$ cat config.mk
export PLATFORM = sky130hd
export DESIGN_NAME = pll_core_supervisor
export DESIGN_NICKNAME = d
export VERILOG_FILES = /design/src/rtl/pll_sup_pkg.sv /design/src/rtl/pll_ref_edge_det.sv /design/src/rtl/pll_core_supervisor.sv
export SDC_FILE = /design/constraint.sdc
export NUM_CORES = 1
export LEC_CHECK = 0
export CAP_MARGIN = 20
export CORE_AREA = 4 4 86 88
export CTS_CLUSTER_DIAMETER = 120
export CTS_CLUSTER_SIZE = 10
export DETAILED_ROUTE_END_ITERATION = 10
export DIE_AREA = 0 0 90 92
export MAX_ROUTING_LAYER = met4
export SLEW_MARGIN = 10
export SYNTH_ARGS = -nofsm -noshare
export SYNTH_HDL_FRONTEND = slang
export SYNTH_SLANG_ARGS = --single-unit
$ cat constraint.sdc
create_clock -name clk -period 1.6 [get_ports clk]
set_input_delay 0.48 -clock clk [delete_from_list [all_inputs] [get_ports clk]]
set_output_delay 0.48 -clock clk [all_outputs]
set_load 0.02 [all_outputs]
$ cat src/rtl/pll_sup_pkg.sv
// Shared state encoding and period grading for the PLL core supervisor.
package pll_sup_pkg;

   localparam logic [1:0] ST_IDLE_C    = 2'd0;
   localparam logic [1:0] ST_MEASURE_C = 2'd1;
   localparam logic [1:0] ST_HOLD_C    = 2'd2;
   localparam logic [1:0] ST_RUN_C     = 2'd3;

   typedef enum logic [1:0] {
      IDLE    = ST_IDLE_C,
      MEASURE = ST_MEASURE_C,
      HOLD    = ST_HOLD_C,
      RUN     = ST_RUN_C
   } state_e;

   function automatic logic period_ok(
      input int p,
      input int mult,
      input int tol
   );
      return (p >= mult - tol) && (p <= mult + tol);
   endfunction

endpackage

$ cat src/rtl/pll_ref_edge_det.sv
// Two-flop synchroniser for the reference clock plus rising-edge detect.
module pll_ref_edge_det (
   input  logic clk,
   input  logic reset,
   input  logic ref_in,
   output logic rise
);

   logic s1_q, s1_d;
   logic s2_q, s2_d;
   logic prev_q, prev_d;

   always_comb begin
      s1_d   = ref_in;
      s2_d   = s1_q;
      prev_d = s2_q;
   end

   always_ff @(posedge clk or posedge reset) begin
      if (reset) begin
         s1_q   <= 1'b0;
         s2_q   <= 1'b0;
         prev_q <= 1'b0;
      end else begin
         s1_q   <= s1_d;
         s2_q   <= s2_d;
         prev_q <= prev_d;
      end
   end

   assign rise = s2_q & ~prev_q;

endmodule

$ cat src/rtl/pll_core_supervisor.sv
// Lock supervisor: grades ref periods in clk cycles, sequences core reset.
// Optional PLL_LOSS_RECOVERY_EN: drop back to MEASURE on a bad period in RUN.
module pll_core_supervisor
   import pll_sup_pkg::*;
#(
   parameter int OUT_W    = 10,
   parameter int MULT     = 8,
   parameter int TOL      = 1,
   parameter int LOCK_CNT = 4,
   parameter int RST_HOLD = 16,
   parameter int CNT_W    = 8
) (
   input  logic             clk,
   input  logic             reset,
   input  logic             en_vco,
   input  logic             ref_clk,
   input  logic [OUT_W-1:0] core_out,
   output logic             core_reset,
   output logic [OUT_W-1:0] out,
   output logic             locked
`ifdef PLL_LOSS_RECOVERY_EN
   ,
   output logic             lock_lost
`endif
);

   localparam int GW = $clog2(LOCK_CNT + 1);
   localparam int HW = $clog2(RST_HOLD + 1);
   localparam logic [CNT_W-1:0] CNT_MAX = '1;

   state_e           state_q, state_d;
   logic [CNT_W-1:0] cnt_q, cnt_d;
   logic [GW-1:0]    gcnt_q, gcnt_d;
   logic [HW-1:0]    hcnt_q, hcnt_d;
   logic             armed_q, armed_d;
   logic             core_reset_q, core_reset_d;
   logic             locked_q, locked_d;
   logic [OUT_W-1:0] out_q, out_d;
`ifdef PLL_LOSS_RECOVERY_EN
   logic             lost_q, lost_d;
`endif

   logic rise;
   logic sat;
   logic evt;
   logic good;

   pll_ref_edge_det u_edge (
      .clk    (clk),
      .reset  (reset),
      .ref_in (ref_clk),
      .rise   (rise)
   );

   // A saturated counter is a period event on its own (no-ref timeout)
   assign sat  = (cnt_q == CNT_MAX);
   assign evt  = rise | sat;
   assign good = ~sat & period_ok(int'(cnt_q), MULT, TOL);

   always_comb begin
      state_d = state_q;
      cnt_d   = cnt_q;
      gcnt_d  = gcnt_q;
      hcnt_d  = hcnt_q;
      armed_d = armed_q;

      if (state_q != IDLE) begin
         cnt_d = evt ? CNT_W'(1) : cnt_q + CNT_W'(1);
      end

      unique case (state_q)
         IDLE: begin
            if (en_vco) state_d = MEASURE;
         end
         MEASURE: begin
            armed_d = armed_q | rise;
            if (evt && armed_q) begin
               if (!good) begin
                  gcnt_d = '0;
               end else if (gcnt_q == GW'(LOCK_CNT - 1)) begin
                  state_d = HOLD;
                  gcnt_d  = '0;
                  hcnt_d  = '0;
               end else begin
                  gcnt_d = gcnt_q + GW'(1);
               end
            end
         end
         HOLD: begin
            if (evt && !good) begin
               state_d = MEASURE;
               gcnt_d  = '0;
               hcnt_d  = '0;
            end else if (hcnt_q == HW'(RST_HOLD - 1)) begin
               state_d = RUN;
               hcnt_d  = '0;
            end else begin
               hcnt_d = hcnt_q + HW'(1);
            end
         end
         RUN: begin
`ifdef PLL_LOSS_RECOVERY_EN
            if (evt && !good) begin
               state_d = MEASURE;
               gcnt_d  = '0;
            end
`endif
         end
         default: state_d = IDLE;
      endcase

      if (!en_vco) begin
         state_d = IDLE;
         cnt_d   = '0;
         gcnt_d  = '0;
         hcnt_d  = '0;
         armed_d = 1'b0;
      end

      // Outputs follow the next state so they line up with state_q
      core_reset_d = (state_d != RUN);
      locked_d     = (state_d == HOLD) || (state_d == RUN);
      out_d        = (state_d == RUN) ? core_out : '0;
`ifdef PLL_LOSS_RECOVERY_EN
      lost_d = lost_q | ((state_q == RUN) && (state_d == MEASURE));
`endif
   end

   always_ff @(posedge clk or posedge reset) begin
      if (reset) begin
         state_q      <= IDLE;
         cnt_q        <= '0;
         gcnt_q       <= '0;
         hcnt_q       <= '0;
         armed_q      <= 1'b0;
         core_reset_q <= 1'b1;
         locked_q     <= 1'b0;
         out_q        <= '0;
      end else begin
         state_q      <= state_d;
         cnt_q        <= cnt_d;
         gcnt_q       <= gcnt_d;
         hcnt_q       <= hcnt_d;
         armed_q      <= armed_d;
         core_reset_q <= core_reset_d;
         locked_q     <= locked_d;
         out_q        <= out_d;
      end
   end

`ifdef PLL_LOSS_RECOVERY_EN
   always_ff @(posedge clk or posedge reset) begin
      if (reset) lost_q <= 1'b0;
      else       lost_q <= lost_d;
   end

   assign lock_lost = lost_q;
`endif

   assign core_reset = core_reset_q;
   assign locked     = locked_q;
   assign out        = out_q;

endmodule

==> key figures <==
Final layout
  – Flip-flop and latch area: 853 um^2
  – Nets: 247
  – Multi-input logic area: 937 um^2
  – Share of cells above drive strength 1: 38.0%
  – Util after Layout: 38.1%
  – Synthesis-to-layout area growth: 55.7%
  – Fill cells: 643
  – Non-Filler Instances: 309
  – Final instance area: 2530 um^2
  – Diodes inserted: 0

Floorplanning
  – Core Rows: 30
  – Die height: 92 um
  – Die area: 8280 um^2
  – Die X: 90 um
  – Core area: 6640 um^2
  – Top-level I/O count: 26
  – Initial Util: 24.5%

Yosys
  – Biggest area consumer among synthesized cells: dfrtp_1
  – Top cells by area, synth: dfrtp_1, nand2_1, o21ai_0, nor2_1, and2_1
  – Mapped Area: 1630 um^2
  – Top cell type's share of synthesized area: 50.8%
  – Most used DFF post-synth: dfrtp_1
  – Commonest cells in the netlist: dfrtp_1, nand2_1, nor2_1
  – Mapped Cells: 166
  – Post-Syn Area per Cell: 9.79 um^2
  – Syn_nets: 185
  – Post-synth ARST share: 100%
  – Sequential share of the synthesized area: 52.4%
  – Seq cells post-synth: 34
  – Yosys Warn Count: 0
  – EDFF count, synth: 0
  – Most numerous cell in the Yosys netlist: dfrtp_1
  – Synth cell types: 40

Routing
  – DR WL/cell: 12.4 um
  – DRC viols: 0
  – Vias per inst: 4.52
  – Routed wire length: 3.83 mm
  – WL met1: 1.78 mm
  – Metal3 WL: 160 um
  – Top layer in use: met4
  – Met2 Wirelength: 1.84 mm
  – Initial DRT Pass Iterations: 4
  – Detailed Route Iter0 Violations: 49
  – Via count: 1,396
  – Routed Antenna Nets: 0

Power
  – Leakage: 1.15 nW
  – Power Total: 1.71 mW
  – Pwr Density: 677 nW/um^2
  – Peak VDD IR: 0.569 mV

Place
  – HPWL Detailed: 2.69 mm
  – Inst Count DP: 294
  – Placer Congestion: 0.814
  – Setup WS pre-CTS: -0.329 ns
  – Placed Area: 2180 um^2
  – # port buffers: 25

Clocking
  – CTS clock-pin slew for the worst setup and hold paths: 0.07 ns
  – H-Tree Depth: 2
  – Root buf cell: clkbuf_8
  – Hold Buf Count CTS: 0
  – Num Clock Sinks: 34
  – Clock Path Buffers: 2
  – Skew-Pair Late Insertion Delay: 0.29 ns
  – CTS tree: yes
  – TritonCTS buffer count: 5

STA
  – Final critical-path setup slack: -0.105 ns
  – Max Clock Freq: 587 MHz
  – Slew Limit Fails: 0
  – Minimum clock period: 1.70 ns
  – Worst hold slack: 0.352 ns
  – Period Utilization, post-route: 107%
  – Layout Skew: 0.00706 ns
  – Fin. Hold Viols: 0
  – Least-Margin Pin Slew: 0.320 ns
  – Rel. slew slack: 78.7%
  – Final setup fails: 16
  – Fin Setup TNS: -0.530 ns
  – Unrepaired setup endpoints after global routing: yes

Worst setup path
  – CP endpoint kind: flop
  – Setup CP Type: flop to flop
  – Data required time of the worst path: 1.80 ns
  – CP bufs+invs: 0
  – Crit path cell chain: or4_4, or3_4, a221oi_2
  – Worst path max stage delay: 0.59 ns
  – Slowest cell on crit path: or4_4
  – Largest delay share family, worst path: simple AND/OR/NAND/NOR gates
  – Arr. time, crit path: 1.90 ns
  – Critical-path maximum fanout: 4
  – Critical Path Start Type: flop
  – Reg2Reg Depth: 3
  – Cell count along the critical path: 3

Hold path
  – Hold depth: 0
  – Worst Hold Class: flop to flop

Outcome
  – Status: finished with violations
  – Failing checks: setup timing

Global routing
  – GRT Resource Usage Total: 10.1%
  – Number of global-route vias before repair: 1,418
  – First-pass GRT wire length: 6.71 mm
  – Initial antenna violation count: 0
  – Pin count of the biggest net entering global routing: 26
  – Overflow after GRT: 0

Flow run
  – Maxcap violations: 0
==> layer usage <==
metal | vias to the layer above | global-route usage [%]
li1 | 690 | -
met1 | 682 | 12.6
met2 | 20 | 16.0
met3 | 4 | 3.12
met4 | 0 | 2.68
met5 | - | -
==> path summary, 6_finish.rpt <==
path | from | to | slack, ns
min reg2reg | u_edge.s1_q$_DFF_PP0_ | u_edge.prev_d$_DFF_PP0_ | 0.35
max | cnt_q[4]$_DFFE_PP0P_ | gcnt_q[2]$_DFFE_PP0P_ | -0.10
max in group asynchronous | reset | core_reset$_DFF_PP1_ | 0.83
min in group asynchronous | reset | out[4]$_DFF_PP0_ | 0.55
min | u_edge.s1_q$_DFF_PP0_ | u_edge.prev_d$_DFF_PP0_ | 0.35
max reg2reg | cnt_q[4]$_DFFE_PP0P_ | gcnt_q[2]$_DFFE_PP0P_ | -0.10
==> timing repair <==
item                       in CTS  in global routing
setup endpoints to repair      37                 29
buffers inserted                6                  1
gates cloned                    1                  0
gates resized for setup        53                 31
pin swaps                      20                 23
==> cell families (layout without fill, tap and decap cells) <==
kind of cell	Yosys count	after routing	synth area share [%]
and+or+nand+nor	76	76	23.8
AOI/OAI and AO/OA	34	34	13.2
adders and majority gates	5	5	3.85
DFF	34	34	52.4
xor gates and xnor gates	2	2	1.08
muxes	4	4	2.46
buffers and inverters	11	74	3.23
==> worst reg2reg max path, stage by stage (launching register included) <==
cell and delay (ns):
dfrtp_1 0.39, or4_4 0.59, or3_4 0.40, a221oi_2 0.25
==> layout make-up <==
cell class,instances,share of cell area (%)
sequential,34,33.7
tap,80,3.95
multi-input combinational,121,37.0
clock inverter,2,0.395
inverter,8,1.19
clock buffer,6,2.87
timing repair buffer,58,20.9
==> report_power, final <==
group	total, mW	internal (mW)	switching [mW]
sequential	0.887	0.874	0.0132
combinational	0.205	0.109	0.0961
clock	0.622	0.302	0.320
total	1.71	1.28	0.430
==> cells in the final DEF (no fill, tap or decap), types with 4 or more instances in the layout <==
| cell type | n |
|---|---|
| dfrtp_1 | 32 |
| buf_6 | 8 |
| and2_4 | 10 |
| buf_4 | 24 |
| nor2_1 | 13 |
| mux2i_1 | 4 |
| nand3_1 | 8 |
| o21ai_1 | 9 |
| clkdlybuf4s50_1 | 13 |
| nand2_1 | 18 |
| nor2b_1 | 4 |
| o21ai_2 | 8 |
| dlygate4sd2_1 | 11 |
| clkbuf_8 | 5 |
| inv_1 | 6 |
==> flip-flops by register name, indices dropped and copies added, names as in the netlist, 2 cells and up <==
| register | cells |
|---|---|
| hcnt_q | 5 |
| state_q | 2 |
| gcnt_q | 3 |
| cnt_q | 8 |
| out | 10 |
Power figures use the tool's default switching activity.
